[src/rtl/jtframe_cen_pkg.sv]
// Shared limits and defaults for the fractional clock-enable bank.
package jtframe_cen_pkg;

  localparam int unsigned CEN_MAX_CH      = 16;
  localparam int unsigned CEN_MAX_LOCKDLY = 255;
  localparam int unsigned CEN_DEF_W       = 10;
  localparam int unsigned CEN_LOCK_W      = $clog2(CEN_MAX_LOCKDLY + 1);

  // Channel-select width: one bit minimum so a single-channel bank still has a port.
  function automatic int unsigned cen_sel_w(input int unsigned ch);
    return (ch > 1) ? $clog2(ch) : 1;
  endfunction

endpackage

[src/rtl/jtframe_fraccen_ch.sv]
// One fractional clock-enable channel: n/m ratio registers, phase accumulator,
// validity flag and an unregistered pulse for the bank to gate and register.
module jtframe_fraccen_ch
  import jtframe_cen_pkg::*;
#(
  parameter int unsigned   W     = CEN_DEF_W,
  parameter logic [W-1:0]  DEF_N = W'(1),
  parameter logic [W-1:0]  DEF_M = W'(2)
) (
  input  logic         clk,
  input  logic         rst_n,
  input  logic         run,
  input  logic         load,
  input  logic [W-1:0] ld_n,
  input  logic [W-1:0] ld_m,
  output logic         pulse_c,
  output logic         err
);

  function automatic logic ratio_bad(input logic [W-1:0] a, input logic [W-1:0] b);
    return (a == '0) || (b == '0) || (a > b);
  endfunction

  logic [W-1:0] n;
  logic [W-1:0] m;
  logic [W-1:0] acc;
  logic [W-1:0] n_nx;
  logic [W-1:0] m_nx;
  logic [W-1:0] acc_nx;
  logic [W:0]   sum;
  logic         valid;

  // acc < m always, so acc + n <= 2m - 1 fits in W+1 bits and the difference fits in W.
  always_comb begin
    n_nx    = n;
    m_nx    = m;
    acc_nx  = acc;
    pulse_c = 1'b0;
    valid   = !ratio_bad(n, m);
    sum     = {1'b0, acc} + {1'b0, n};
    if (load) begin
      n_nx   = ld_n;
      m_nx   = ld_m;
      acc_nx = '0;
    end else if (!valid) begin
      acc_nx = '0;
    end else if (run) begin
      if (sum >= {1'b0, m}) begin
        acc_nx  = W'(sum - {1'b0, m});
        pulse_c = 1'b1;
      end else begin
        acc_nx = W'(sum);
      end
    end
  end

  // err tracks the ratio that will be held after this edge.
  always_ff @(posedge clk or negedge rst_n) begin
    if (!rst_n) begin
      n   <= DEF_N;
      m   <= DEF_M;
      acc <= '0;
      err <= ratio_bad(DEF_N, DEF_M);
    end else begin
      n   <= n_nx;
      m   <= m_nx;
      acc <= acc_nx;
      err <= ratio_bad(n_nx, m_nx);
    end
  end

endmodule

[src/rtl/jtframe_fraccen_bank.sv]
// Bank of CH fractional clock enables with a shared config port and a PLL-like
// lock indicator that masks all enables until the ratios have settled.
module jtframe_fraccen_bank
  import jtframe_cen_pkg::*;
#(
  parameter int unsigned      CH      = 4,
  parameter int unsigned      W       = CEN_DEF_W,
  parameter int unsigned      LOCKDLY = 16,
  parameter logic [CH*W-1:0]  DEF_N   = {CH{W'(1)}},
  parameter logic [CH*W-1:0]  DEF_M   = {CH{W'(2)}},
  localparam int unsigned     SELW    = cen_sel_w(CH)
) (
  input  logic            clk,
  input  logic            rst_n,
  input  logic            cfg_we,
  input  logic [SELW-1:0] cfg_ch,
  input  logic [W-1:0]    cfg_n,
  input  logic [W-1:0]    cfg_m,
  output logic [CH-1:0]   cen,
  output logic [CH-1:0]   err,
  output logic            locked
);

  localparam int unsigned    LCW      = CEN_LOCK_W;
  localparam logic [LCW-1:0] LOCK_END = LCW'(LOCKDLY);

  if (CH < 1 || CH > CEN_MAX_CH) begin : g_bad_ch
    $error("jtframe_fraccen_bank: CH out of range");
  end
  if (LOCKDLY < 1 || LOCKDLY > CEN_MAX_LOCKDLY) begin : g_bad_lock
    $error("jtframe_fraccen_bank: LOCKDLY out of range");
  end

  logic [1:0]     rst_sync;
  logic           run;
  logic           accept;
  logic [CH-1:0]  load;
  logic [CH-1:0]  pulse;
  logic [LCW-1:0] cnt;
  logic [LCW-1:0] cnt_nx;
  logic           lock_nx;

  // Reset asserts asynchronously; release reaches the datapath two edges later.
  always_ff @(posedge clk or negedge rst_n) begin
    if (!rst_n) begin
      rst_sync <= '0;
    end else begin
      rst_sync <= {rst_sync[0], 1'b1};
    end
  end

  assign run    = rst_sync[1];
  assign accept = cfg_we && run && (32'(cfg_ch) < CH);

  always_comb begin
    load = '0;
    for (int i = 0; i < CH; i++) begin
      load[i] = accept && (32'(cfg_ch) == i);
    end
  end

  for (genvar i = 0; i < CH; i++) begin : g_ch
    jtframe_fraccen_ch #(
      .W     (W),
      .DEF_N (DEF_N[i*W +: W]),
      .DEF_M (DEF_M[i*W +: W])
    ) u_ch (
      .clk     (clk),
      .rst_n   (rst_n),
      .run     (run),
      .load    (load[i]),
      .ld_n    (cfg_n),
      .ld_m    (cfg_m),
      .pulse_c (pulse[i]),
      .err     (err[i])
    );
  end

  // Lock counter restarts on every accepted write and saturates at LOCKDLY.
  always_comb begin
    cnt_nx = cnt;
    if (accept) begin
      cnt_nx = '0;
    end else if (run && (cnt < LOCK_END)) begin
      cnt_nx = cnt + LCW'(1);
    end
  end

  assign lock_nx = (cnt_nx == LOCK_END);

  always_ff @(posedge clk or negedge rst_n) begin
    if (!rst_n) begin
      cnt    <= '0;
      locked <= 1'b0;
      cen    <= '0;
    end else begin
      cnt    <= cnt_nx;
      locked <= lock_nx;
      cen    <= lock_nx ? pulse : '0;
    end
  end

endmodule

[config.mk]
export PLATFORM = sky130hd
export DESIGN_NAME = jtframe_fraccen_bank
export DESIGN_NICKNAME = d
export VERILOG_FILES = /design/src/rtl/jtframe_cen_pkg.sv /design/src/rtl/jtframe_fraccen_ch.sv /design/src/rtl/jtframe_fraccen_bank.sv
export SDC_FILE = /design/constraint.sdc
export NUM_CORES = 1
export LEC_CHECK = 0
export ABC_AREA = 1
export BUFFER_PORTS_ARGS = -buffer_cell sky130_fd_sc_hd__buf_4
export CAP_MARGIN = 20
export CORE_MARGIN = 5
export CORE_UTILIZATION = 35
export CTS_CLUSTER_SIZE = 30
export DETAILED_ROUTE_END_ITERATION = 16
export GPL_TIMING_DRIVEN = 0
export PLACE_DENSITY = 0.58
export SETUP_SLACK_MARGIN = 0.05
export SLEW_MARGIN = 25
export SYNTH_ARGS = -nofsm -noshare
export SYNTH_HDL_FRONTEND = slang
export SYNTH_SLANG_ARGS = --single-unit
[constraint.sdc]
create_clock -name clk -period 5.3 [get_ports clk]
set_input_delay 0.265 -clock clk [delete_from_list [all_inputs] [get_ports clk]]
set_output_delay 0.265 -clock clk [all_outputs]
set_load 0.01 [all_outputs]
==> flow_summary.ini <==
[run_status]
status = finished clean

[global_route]
antenna_found_initial = 1
grt_pass1_wl_um = 60100
grt_overflow = 0
grtUsageTotal_pct = 18.9
first_global_vias = 11700
grt_max_degree = 74

[logic_synthesis]
syn_area_sq_um = 12600
synth-seq-cells = 139
synth.most_common_cell = nand2_1
synth_cells = 1869
yosys_warnings = 0
async_reset_ff_share_pct = 100
synth.top_cells.by_count = 588 x nand2_1, 327 x inv_1, 161 x ha_1
synth_top_cells_by_area = dfrtp_1 26%, nand2_1 17%, ha_1 16%, inv_1 9.7%, nand3_1 6.0%
yosysUniqueCellTypes = 43
yosysSeqAreaShare_pct = 27.6
synth_ff_type = dfrtp_1
synth_edf_count = 0
syn-num-nets = 2063
syn_avg_cell_area_sq_um = 6.76
yosys.area.top_type_share_pct = 25.9
yosys.area.top_type = dfrtp_1

[die]
coreArea_sq_um = 35600
start_util_pct = 35.5
num_rows = 69
io-pin-count = 34
die_w_um = 200
dieArea_sq_um = 40000
die_y_um = 200

[detailed_routing]
wl_per_cell_um = 15.3
drt_iter0_markers = 607
num_vias = 11800
drc_errors = 0
avgViaCountPerCell = 4.92
ant_nets = 0
dr.pass1.iters = 9
totalWireLength_um = 36700

[clocking]
cts_resized = 0
clockBufferDepth = 2
cts_buffers = 17
cts_setup_buffers = 0
cts_sinks = 139
htree_num_levels = 4
clk_pin_slew_ns = 0.06
cts-hold-fix-buffers = 1
clockRootBuffer = clkbuf_16
cts_tree = yes
clock_latency_ns = 0.44

[sta]
fin_crit_sh_pct = 72.3
setup_viol = 0
min_period_ns = 3.83
rsz0062_at_grt = no
finalSetupTns_ns = 0
max_slew.worst_pin.slew_ns = 0.781
clock_skew_ns = 0.0118
max_freq_mhz = 261
hold_viol_final = 0
relSlewSlack_pct = 47.7
slew_violations = 0

[setup_path]
timing.critical_path.mode_cell = nand2_1
cp.arrival_ns = 4.15
cp_top_family = compound AO/OA/AOI/OAI gates
crit_path_end_kind = flop
crit_slowest_cell = dfstp_2
crit_fanout = 9
worstSetupStartpointType = flop
crit_chain = ha_1 -> inv_1 -> fa_1 -> inv_1 -> nand2_1 -> a21oi_1 -> nand2_1 -> nand2_1 -> nand2_1 -> nand2_1 -> inv_1 -> ha_1 -> a21oi_1 -> nor2_1 -> nor2_1 -> o21ai_0 -> a21oi_2 -> nand3_1 -> nand3_1 -> nand2_1
cpPeakStageDelay_ns = 0.58
crit_type = reg2reg
worstPathBufferInverterCount = 3
required_ns = 5.61

[power]
p_seq_share_pct = 19.0
power.internal_uw = 4030
comb_power_share_pct = 65.3
p_sw_share_pct = 49.9
p_per_area_nw_per_um2 = 570
pwr-share-clk_pct = 15.6
ir_drop_uv = 313
power_switching_uw = 4010
power.leakage_uw = 0.00792

[flow_run]
cap_violations = 0

[placement]
dpl.cell_count = 2364
dp_hpwl_um = 29600
port_buffers = 33
gp_congestion = 0.907

[final_layout]
area_delta_synth_final_pct = 11.7
layout.cells.non_filler = 2397
fin_nets = 2117
drive_gt1_share_pct = 6.97
n_antenna_cell = 0

[hold_path]
hold_class = in2reg
[layer usage]
layer  GRT usage, %  share of wire, %
met1           25.2                47
met2           30.9                45
met3           2.87               3.6
met4           7.22               3.5
met5              0             0.035
[logic make-up (layout without fill, tap and decap cells)]
| kind of cell | after synthesis | in the layout | synth area share [%] |
|---|---|---|---|
| XOR/XNOR | 39 | 39 | 2.70 |
| buffers and inverters | 360 | 427 | 11.3 |
| flip-flops | 139 | 139 | 27.6 |
| adder cells (fa/ha/maj) | 169 | 169 | 17.2 |
| AO/OA/AOI/OAI | 196 | 196 | 8.74 |
| AND/OR/NAND/NOR | 965 | 965 | 32.4 |
| other | 1 | 1 | 0.0297 |
[power groups by stage]
stage                     sequential (uW)  clock [uW]  combinational (uW)
after floorplan                      1460           0                4100
after detailed placement             1550           0                5230
after CTS                            1530        1290                5260
final                                1530        1260                5250
after global placement               1550           0                5170
after global routing                 1560        1320                6100
[worst register-to-register path, cell delays in order, from the launching register on]
cell and delay (ns):
dfstp_2 0.58, ha_1 0.23, inv_1 0.09, fa_1 0.36, inv_1 0.08, nand2_1 0.07
a21oi_1 0.29, nand2_1 0.12, nand2_1 0.15, nand2_1 0.07, nand2_1 0.10, inv_1 0.06
ha_1 0.33, a21oi_1 0.22, nor2_1 0.07, nor2_1 0.07, o21ai_0 0.15, a21oi_2 0.35
nand3_1 0.12, nand3_1 0.14, nand2_1 0.07
[final timing paths]
kind	from	endpoint	slack, ns	cells after the start
max	g_ch[3].u_ch.n[0]	g_ch[3].u_ch.acc[4]	1.47	20
min	cfg_n[4]	g_ch[1].u_ch.n[4]	0.14	3
max reg2reg	g_ch[3].u_ch.n[0]	g_ch[3].u_ch.acc[4]	1.47	20
min reg2reg	rst_sync[0]	rst_sync[1]	0.35	0
max in group asynchronous	rst_n	g_ch[2].u_ch.n[0]	4.13	3
min in group asynchronous	rst_n	g_ch[0].u_ch.acc[8]	0.36	2
[state kept, by name, indices dropped and copies added, names as in the netlist]
register and flops:
g_ch.u_ch.acc 40, g_ch.u_ch.m 40, g_ch.u_ch.n 40, cnt 8, cen 4, g_ch.u_ch.err 4
rst_sync 2, locked 1
[layout by cell type (no fill, tap or decap), types with 4 or more instances in the layout]
master     synthesis  layout
o21ai_2            5       5
xnor2_1           16      16
clkbuf_1           3       4
nor2_2             8       8
buf_4             13      45
inv_2              4       4
ha_1             161     161
inv_1            327     327
dfrtp_1          131     131
a21o_1             5       5
nand4_1           32      32
o21ai_1           43      43
xor2_1            23      23
nand3b_1          14      14
nor3_1            27      27
o21bai_1          10      10
nand3_1          152     152
dfstp_2            8       8
a21oi_1           63      63
o21ai_0           44      44
nand3_2            5       5
nor2_1           122     122
nand2_1          588     588
o21a_1            12      12
nor3_2             4       4
clkinv_2           0       5
fa_1               8       8
o211ai_1           4       4
clkbuf_16          0      17
buf_2             11      11
[stage by stage]
| stage | power (uW) | hold WS (ns) | util [%] | area (sq um) | setup WS, ns |
|---|---|---|---|---|---|
| 2_1_floorplan | 5570 | -0.0306 | - | 12600 | 2.16 |
| 3_3_place_gp | 6720 | 0.336 | 37.8 | 13500 | 1.55 |
| 3_5_place_dp | 6780 | 0.257 | 37.9 | 13500 | 1.48 |
| 4_1_cts | 8080 | 0.123 | 39.7 | 14100 | 1.47 |
| 5_1_grt | 8990 | 0.147 | 39.7 | 14100 | 1.13 |
| 6_report | 8040 | 0.140 | 39.7 | 14100 | 1.47 |
[area by class of cell]
class | instances | area (sq um)
tap | 461 | 577
multi-input combinational | 1370 | 7720
clock buffer | 20 | 457
timing repair buffer | 35 | 293
fill | 3820 | 21500
buffer | 28 | 175
clock inverter | 12 | 148
inverter | 332 | 1250
sequential | 139 | 3490
Power figures use the tool's default switching activity.
